<file path="src/rtl/risc_execute.sv">
// Single-issue execute stage: eight-entry register file, ALU with Z/C/N flags,
// retired-instruction counter and a store channel that stalls decode while busy.
module risc_execute #(
  parameter int DW = 8
) (
  input  logic          clk,
  input  logic          rst,
  input  logic          dec_valid,
  output logic          dec_ready,
  input  logic [3:0]    opcode,
  input  logic [2:0]    opnda,
  input  logic [2:0]    opndb,
  input  logic [2:0]    dst,
  output logic          st_valid,
  input  logic          st_ready,
  output logic [DW-1:0] st_data,
  output logic [2:0]    st_addr,
  output logic          flag_z,
  output logic          flag_c,
  output logic          flag_n,
  input  logic [2:0]    dbg_sel,
  output logic [DW-1:0] dbg_data,
  output logic [15:0]   retired
);

  typedef enum logic [0:0] {
    RUN     = 1'b0,
    ST_WAIT = 1'b1
  } state_t;

  localparam logic [3:0] OP_NOP = 4'h0;
  localparam logic [3:0] OP_ADD = 4'h1;
  localparam logic [3:0] OP_SUB = 4'h2;
  localparam logic [3:0] OP_AND = 4'h3;
  localparam logic [3:0] OP_OR  = 4'h4;
  localparam logic [3:0] OP_XOR = 4'h5;
  localparam logic [3:0] OP_INC = 4'h6;
  localparam logic [3:0] OP_DEC = 4'h7;
  localparam logic [3:0] OP_NOT = 4'h8;
  localparam logic [3:0] OP_NEG = 4'h9;
  localparam logic [3:0] OP_SHR = 4'hA;
  localparam logic [3:0] OP_SHL = 4'hB;
  localparam logic [3:0] OP_ROR = 4'hC;
  localparam logic [3:0] OP_ROL = 4'hD;
  localparam logic [3:0] OP_LDI = 4'hE;
  localparam logic [3:0] OP_ST  = 4'hF;

  logic [DW-1:0] r_regs [8];
  state_t        r_state;
  logic          r_st_valid;
  logic [DW-1:0] r_st_data;
  logic [2:0]    r_st_addr;
  logic          r_flag_z;
  logic          r_flag_c;
  logic          r_flag_n;
  logic [15:0]   r_retired;

  logic [DW-1:0] w_a;
  logic [DW-1:0] w_b;
  logic [DW-1:0] w_res;
  logic          w_c;
  logic          w_wr;
  logic          w_accept;
  logic          w_is_st;

  assign w_a      = r_regs[opnda];
  assign w_b      = r_regs[opndb];
  assign dec_ready = (r_state == RUN) || st_ready;
  assign w_accept = dec_valid && dec_ready;
  assign w_is_st  = (opcode == OP_ST);

  assign st_valid = r_st_valid;
  assign st_data  = r_st_data;
  assign st_addr  = r_st_addr;
  assign flag_z   = r_flag_z;
  assign flag_c   = r_flag_c;
  assign flag_n   = r_flag_n;
  assign retired  = r_retired;
  assign dbg_data = r_regs[dbg_sel];

  // ALU: result, carry/borrow and write-enable for the decoded opcode
  always_comb begin
    w_res = {DW{1'b0}};
    w_c   = 1'b0;
    w_wr  = 1'b0;
    case (opcode)
      OP_ADD: begin
        {w_c, w_res} = {1'b0, w_a} + {1'b0, w_b};
        w_wr = 1'b1;
      end
      OP_SUB: begin
        // the extra top bit of the widened difference is the borrow
        {w_c, w_res} = {1'b0, w_a} - {1'b0, w_b};
        w_wr = 1'b1;
      end
      OP_AND: begin
        w_res = w_a & w_b;
        w_wr  = 1'b1;
      end
      OP_OR: begin
        w_res = w_a | w_b;
        w_wr  = 1'b1;
      end
      OP_XOR: begin
        w_res = w_a ^ w_b;
        w_wr  = 1'b1;
      end
      OP_INC: begin
        {w_c, w_res} = {1'b0, w_a} + {{DW{1'b0}}, 1'b1};
        w_wr = 1'b1;
      end
      OP_DEC: begin
        {w_c, w_res} = {1'b0, w_a} - {{DW{1'b0}}, 1'b1};
        w_wr = 1'b1;
      end
      OP_NOT: begin
        w_res = ~w_a;
        w_wr  = 1'b1;
      end
      OP_NEG: begin
        w_res = {DW{1'b0}} - w_a;
        w_c   = |w_a;
        w_wr  = 1'b1;
      end
      OP_SHR: begin
        w_res = {1'b0, w_a[DW-1:1]};
        w_c   = w_a[0];
        w_wr  = 1'b1;
      end
      OP_SHL: begin
        w_res = {w_a[DW-2:0], 1'b0};
        w_c   = w_a[DW-1];
        w_wr  = 1'b1;
      end
      OP_ROR: begin
        w_res = {w_a[0], w_a[DW-1:1]};
        w_c   = w_a[0];
        w_wr  = 1'b1;
      end
      OP_ROL: begin
        w_res = {w_a[DW-2:0], w_a[DW-1]};
        w_c   = w_a[DW-1];
        w_wr  = 1'b1;
      end
      OP_LDI: begin
        w_res = DW'({opnda, opndb});
        w_wr  = 1'b1;
      end
      default: begin
        w_res = {DW{1'b0}};
        w_c   = 1'b0;
        w_wr  = 1'b0;
      end
    endcase
  end

  // Register file, flags and retired counter update on an accepted instruction
  always_ff @(posedge clk) begin
    if (rst) begin
      for (int i = 0; i < 8; i++) begin
        r_regs[i] <= {DW{1'b0}};
      end
      r_flag_z  <= 1'b0;
      r_flag_c  <= 1'b0;
      r_flag_n  <= 1'b0;
      r_retired <= 16'd0;
    end else if (w_accept) begin
      if (w_wr) begin
        r_regs[dst] <= w_res;
        r_flag_z    <= (w_res == {DW{1'b0}});
        r_flag_c    <= w_c;
        r_flag_n    <= w_res[DW-1];
      end
      if (opcode != OP_NOP) begin
        r_retired <= r_retired + 16'd1;
      end
    end
  end

  // Store-channel FSM with registered st_valid/st_data/st_addr
  always_ff @(posedge clk) begin
    if (rst) begin
      r_state    <= RUN;
      r_st_valid <= 1'b0;
      r_st_data  <= {DW{1'b0}};
      r_st_addr  <= 3'd0;
    end else begin
      case (r_state)
        RUN: begin
          if (w_accept && w_is_st) begin
            r_state    <= ST_WAIT;
            r_st_valid <= 1'b1;
            r_st_data  <= w_a;
            r_st_addr  <= dst;
          end
        end
        ST_WAIT: begin
          // decode can only be accepted here when st_ready is high
          if (st_ready) begin
            if (w_accept && w_is_st) begin
              r_st_data <= w_a;
              r_st_addr <= dst;
            end else begin
              r_state    <= RUN;
              r_st_valid <= 1'b0;
            end
          end
        end
        default: begin
          r_state    <= RUN;
          r_st_valid <= 1'b0;
        end
      endcase
    end
  end

endmodule

</file>
<file path="config.mk">
export PLATFORM = sky130hd
export DESIGN_NAME = risc_execute
export DESIGN_NICKNAME = d
export VERILOG_FILES = /design/src/rtl/risc_execute.sv
export SDC_FILE = /design/constraint.sdc
export NUM_CORES = 1
export LEC_CHECK = 0
export CORE_UTILIZATION = 45
export DETAILED_ROUTE_END_ITERATION = 8
export PLACE_DENSITY = 0.63
export RECOVER_POWER = 50
export SYNTH_ARGS = -nofsm -noshare
export SYNTH_HDL_FRONTEND = slang
export SYNTH_SLANG_ARGS = --single-unit
</file>
<file path="constraint.sdc">
create_clock -name clk -period 5.3 [get_ports clk]
set_clock_uncertainty 0.15 [all_clocks]
set_input_delay 1.06 -clock clk [delete_from_list [all_inputs] [get_ports clk]]
set_output_delay 1.06 -clock clk [all_outputs]
set_load 0.02 [all_outputs]
</file>
# After elaboration in Yosys (flattened, before gate mapping)
# Memories as Yosys holds them, arrays and structs flattened.
# Cells that the tools add are included.
# W data, S select, Z words.
# classes
muxes,25
bitwise_logic,5
order_cmp,0
div,0
reduce_logical,13
n_addsub,6
eq_ne,18
mul,0
shift,0
# op_table
op,count
$pmux W8 S14,1
$eq A4 B4 Y1 const B,8
$mux W8,3
$add A16 B1 Y16 const B,1
$eq A4 B3 Y1 const B,4
$pmux W8 S2,1
$reduce_or A8 Y1,2
$reduce_or A14 Y1,1
$mux W1,13
$add A8 B1 Y9 const B,1
$add A8 B8 Y9,1
$mux W3,3
$sub A8 B1 Y9 const B,1
$sub A8 B8 Y9,1
$and A8 B8 Y8,1
$eq A4 B2 Y1 const B,2
$logic_not A8 Y1,1
$not A8 Y8,1
$or A8 B8 Y8,1
$sub A1 B8 Y8 const A,1
$xor A8 B8 Y8,1
$pmux W1 S7,1
$pmux W3 S2,1
$eq A4 B1 Y1 const B,1
other kinds (10),15
# totals
mem_bits_ro,0
memories,1
ff_bits,32
ram_bits,64
output_inout_bits,40
wordCells,76
latchBits,0
# mem_list
memory,depth,width,rd,rd_ports_with_merged_regs,wr,line_no,text
r_regs,8,8,3,0,8,48,logic [DW-1:0] r_regs [8];

# Longest topological paths before layout
# logic_depth
depth_word,9
mapped_depth,17
ltp_nobuf,14

# Least setup slack after synthesis
# OpenSTA, ideal clock, no wires.
# synth_path
kind,input -> register
startpoint,in opndb[0]
endpoint,"reg r_flag_z, in the netlist flag_z"
t_required_ns,5.066
arrival_ns,4.873
path_slack_ns,0.193
cell_stages,14
path_cell_list,clkbuf_1 -> buf_1 -> mux4_2 -> mux2i_1 -> inv_1 -> fa_1 -> o21bai_1 -> a21oi_1 -> xor2_1 -> a221oi_1 -> o211ai_1 -> a211oi_4 -> nand4bb_1 -> o31ai_2
# synth_between
elab_chain_cells,4
elab_cells_between_ends,8
cone_classes,add/sub (2); mux (1); bitwise (3); reduce/logical (1); memory (1)
# synth_lines
element,line_no,text
"start, declared",12,"input logic [2:0] opndb,"
$mem_v2 Z8 W8,n/a,
$sub A8 B8 Y9 (tied with other cells),93,"{w_c, w_res} = {1'b0, w_a} - {1'b0, w_b};"
$pmux W8 S14 *,86,case (opcode)
$logic_not A8 Y1 *,170,r_flag_z <= (w_res == {DW{1'b0}});
"end signal, assigned",170,
"end, declared",53,logic r_flag_z;
# Mark *: on every way between the ends. The rest lies on a longest branch, timed or not.
# A chain may end at the register's enable or synchronous reset.

==> run metrics <==
status completed; top cells by area, synth edfxtp_1, mux4_2, dfxtp_1; Die Wd 127 um; ANT nets after route 0; Cell Int Power 0.00144 W; fin crit share 0.943; CTS clock-pin slew for the worst setup and hold paths 0.07 ns; Core Footprint 0.0153 mm2; post-synthesis cell area 0.00709 mm2; die height 127 um; max-slew violation count 0; later-pin clock latency in the skew report 0.35 ns; Placed Instance Area 0.00803 mm2; CTS tree built; worst path arrival time 4.92 ns; final setup violation count 0; row count 45; Primary FF master, synth edfxtp_1; gr usage total 0.266; die area 0.0163 mm2; vias 5,902; post-cts gate resize count 0; unrepaired setup endpoints after global routing no; Startpoint Class primary input; Synth Register Bits 96; Net Switching 0.000658 W; final hold violations 0; I/O Pins 60; Synth Area per Inst 10.4 um2; area grow syn2layout 17.3%; sw frac 0.313; Hold WS 0.308 ns; global route total overflow 0; first-pass GRT wire length 32.8 mm; vias per inst 6.15; VDD IR max 0.205 mV; DP Cell Count 943; worst-path fanout max 16; PD cells 253 mW/mm2; TritonCTS Buffers 9; fin area 0.00831 mm2; Nets 793; share of layout cells above drive strength 1 0.150; fill count 1,315; Reg area 0.00256 mm2; P_leak 3.12 nW; post-synthesis async set-or-reset flop share 0; DR WL/cell 21.7 um; CTS Root Cell clkbuf_16; largest net degree at the start of global routing 40; Clk pwr share 0.316; Core Util, Final 0.545; WS Path Type primary input to flip-flop; Post-synth EDFFs 64; most common library cells after synthesis nor2_1, edfxtp_1, mux4_2, nand2_1, dfxtp_1; Combinational Power Share 0.278; clock sink count 96; sequential area share after synthesis 0.362; most common cell in the synthesized netlist nor2_1; Period minus WS final 5.00 ns; post-synthesis cell count 681; drt drc 0; multi-input logic area 0.00422 mm2; 1st-iter DRT viols 691; Crit. End Element flip-flop; starting density of the core 0.464; # hold bufs at CTS 0; # Post-CTS Setup Buffers 0; antenna violations before repair 0; Slew HR 0.365; number of H-tree levels 3; Seq pwr share 0.406; Tightest Pin Transition 0.944 ns; Worst Hold Class flip-flop to flip-flop; CTS Buffer Depth 2; WP data required 5.23 ns; number of global-route vias before repair 5,828; Routed WL 20.8 mm; setup_tns 0 ns; fmax 200 MHz; Finished Layout Cells 959; Initial DRT Pass Iterations 5; IO Port Bufs 59; max cap viols 0; Yosys warnings 0; Synth area leader edfxtp_1; Syn Nets 731; Yosys top cell area share 0.271; antenna cells 0; Netlist cell types 76; gpl congestion 0.919; post-DP HPWL 15.8 mm
-- worst paths after layout --
kind / start / endpoint / slack (ns) / cells after the start
max: opnda[1] / r_regs[4][6]$_SDFFCE_PN0P_ / 0.30 / 14
min: st_addr[2]$_SDFFE_PP0P_ / st_addr[2]$_SDFFE_PP0P_ / 0.31 / 2
max reg2reg: r_regs[2][0]$_SDFFCE_PN0P_ / r_regs[4][6]$_SDFFCE_PN0P_ / 1.39 / 13
min reg2reg: st_addr[2]$_SDFFE_PP0P_ / st_addr[2]$_SDFFE_PP0P_ / 0.31 / 2
-- final cells by class --
class,instances,area share
inverter,30,0.0135
timing repair buffer,95,0.103
clock inverter,7,0.00918
sequential,96,0.308
multi-input combinational,511,0.507
clock buffer,9,0.0271
tap,211,0.0318
-- cell usage in the layout, fill, tap and decap left out, types with 6 or more instances in the layout --
cell             count
mux2i_1             19
nand3b_1             6
edfxtp_1            64
nor3_1              12
dfxtp_1             32
mux4_1               8
nand2b_1            14
xnor2_1             12
clkdlybuf4s50_1     18
o22ai_1              6
xor2_1              11
a21oi_1             21
nor2_1             120
nand3_1             16
nand2_1             40
ha_1                28
clkbuf_16            9
mux4_2              40
o21ai_0             20
a211oi_1            11
nand4_1              6
nor2b_1             13
mux2_2               9
buf_4               30
dlygate4sd3_1       41
inv_1               29
-- metal layers --
layer	up-vias	track usage	part of all wire	wire [um]
li1	2673	-	-	-
met1	2926	0.375	0.44	9090
met2	262	0.419	0.47	9820
met3	41	0.0335	0.070	1450
met4	0	0.103	0.023	469
met5	-	0	0	0
-- state kept, by name, summed over array words and instances, names as in the netlist --
name,count
flag_n,1
r_state,1
flag_c,1
st_valid,1
st_addr,3
r_regs,64
st_data,8
retired,16
flag_z,1
-- power groups by stage --
stage / Sequential, W / Clock (W) / Combinational [W]
floorplan: 0.000862 / 0 / 0.000395
global placement: 0.000865 / 0 / 0.000578
detailed placement: 0.000869 / 0 / 0.000582
CTS: 0.000852 / 0.000674 / 0.000586
global route: 0.000855 / 0.000701 / 0.000632
finish: 0.000853 / 0.000663 / 0.000585
-- metrics by stage --
step | setup WS (ns) | total power [W]
finish | 0.305 | 0.00210
CTS | 0.440 | 0.00211
global route | 0.146 | 0.00219
floorplan | 0.193 | 0.00126
detailed placement | 0.114 | 0.00145
global placement | 0.141 | 0.00144
-- kinds of logic after synthesis --
logic type	synth area share
AO/OA/AOI/OAI	0.109
buffers and inverters	0.0434
adder cells (fa/ha/maj)	0.0551
multiplexers	0.216
XOR/XNOR	0.0284
AND/OR/NAND/NOR	0.186
flip-flops	0.362
-- worst max-delay path: stages --
cell,delay (ns)
dlygate4sd3_1,0.72
buf_12,0.21
mux4_1,0.61
mux2i_4,0.24
inv_1,0.12
ha_1,0.23
o21bai_1,0.16
a21oi_1,0.24
o21ai_0,0.15
a21oi_1,0.28
o21ai_0,0.14
o22ai_1,0.23
and3_1,0.44
nor2_1,0.08
Power figures use the tool's default switching activity.
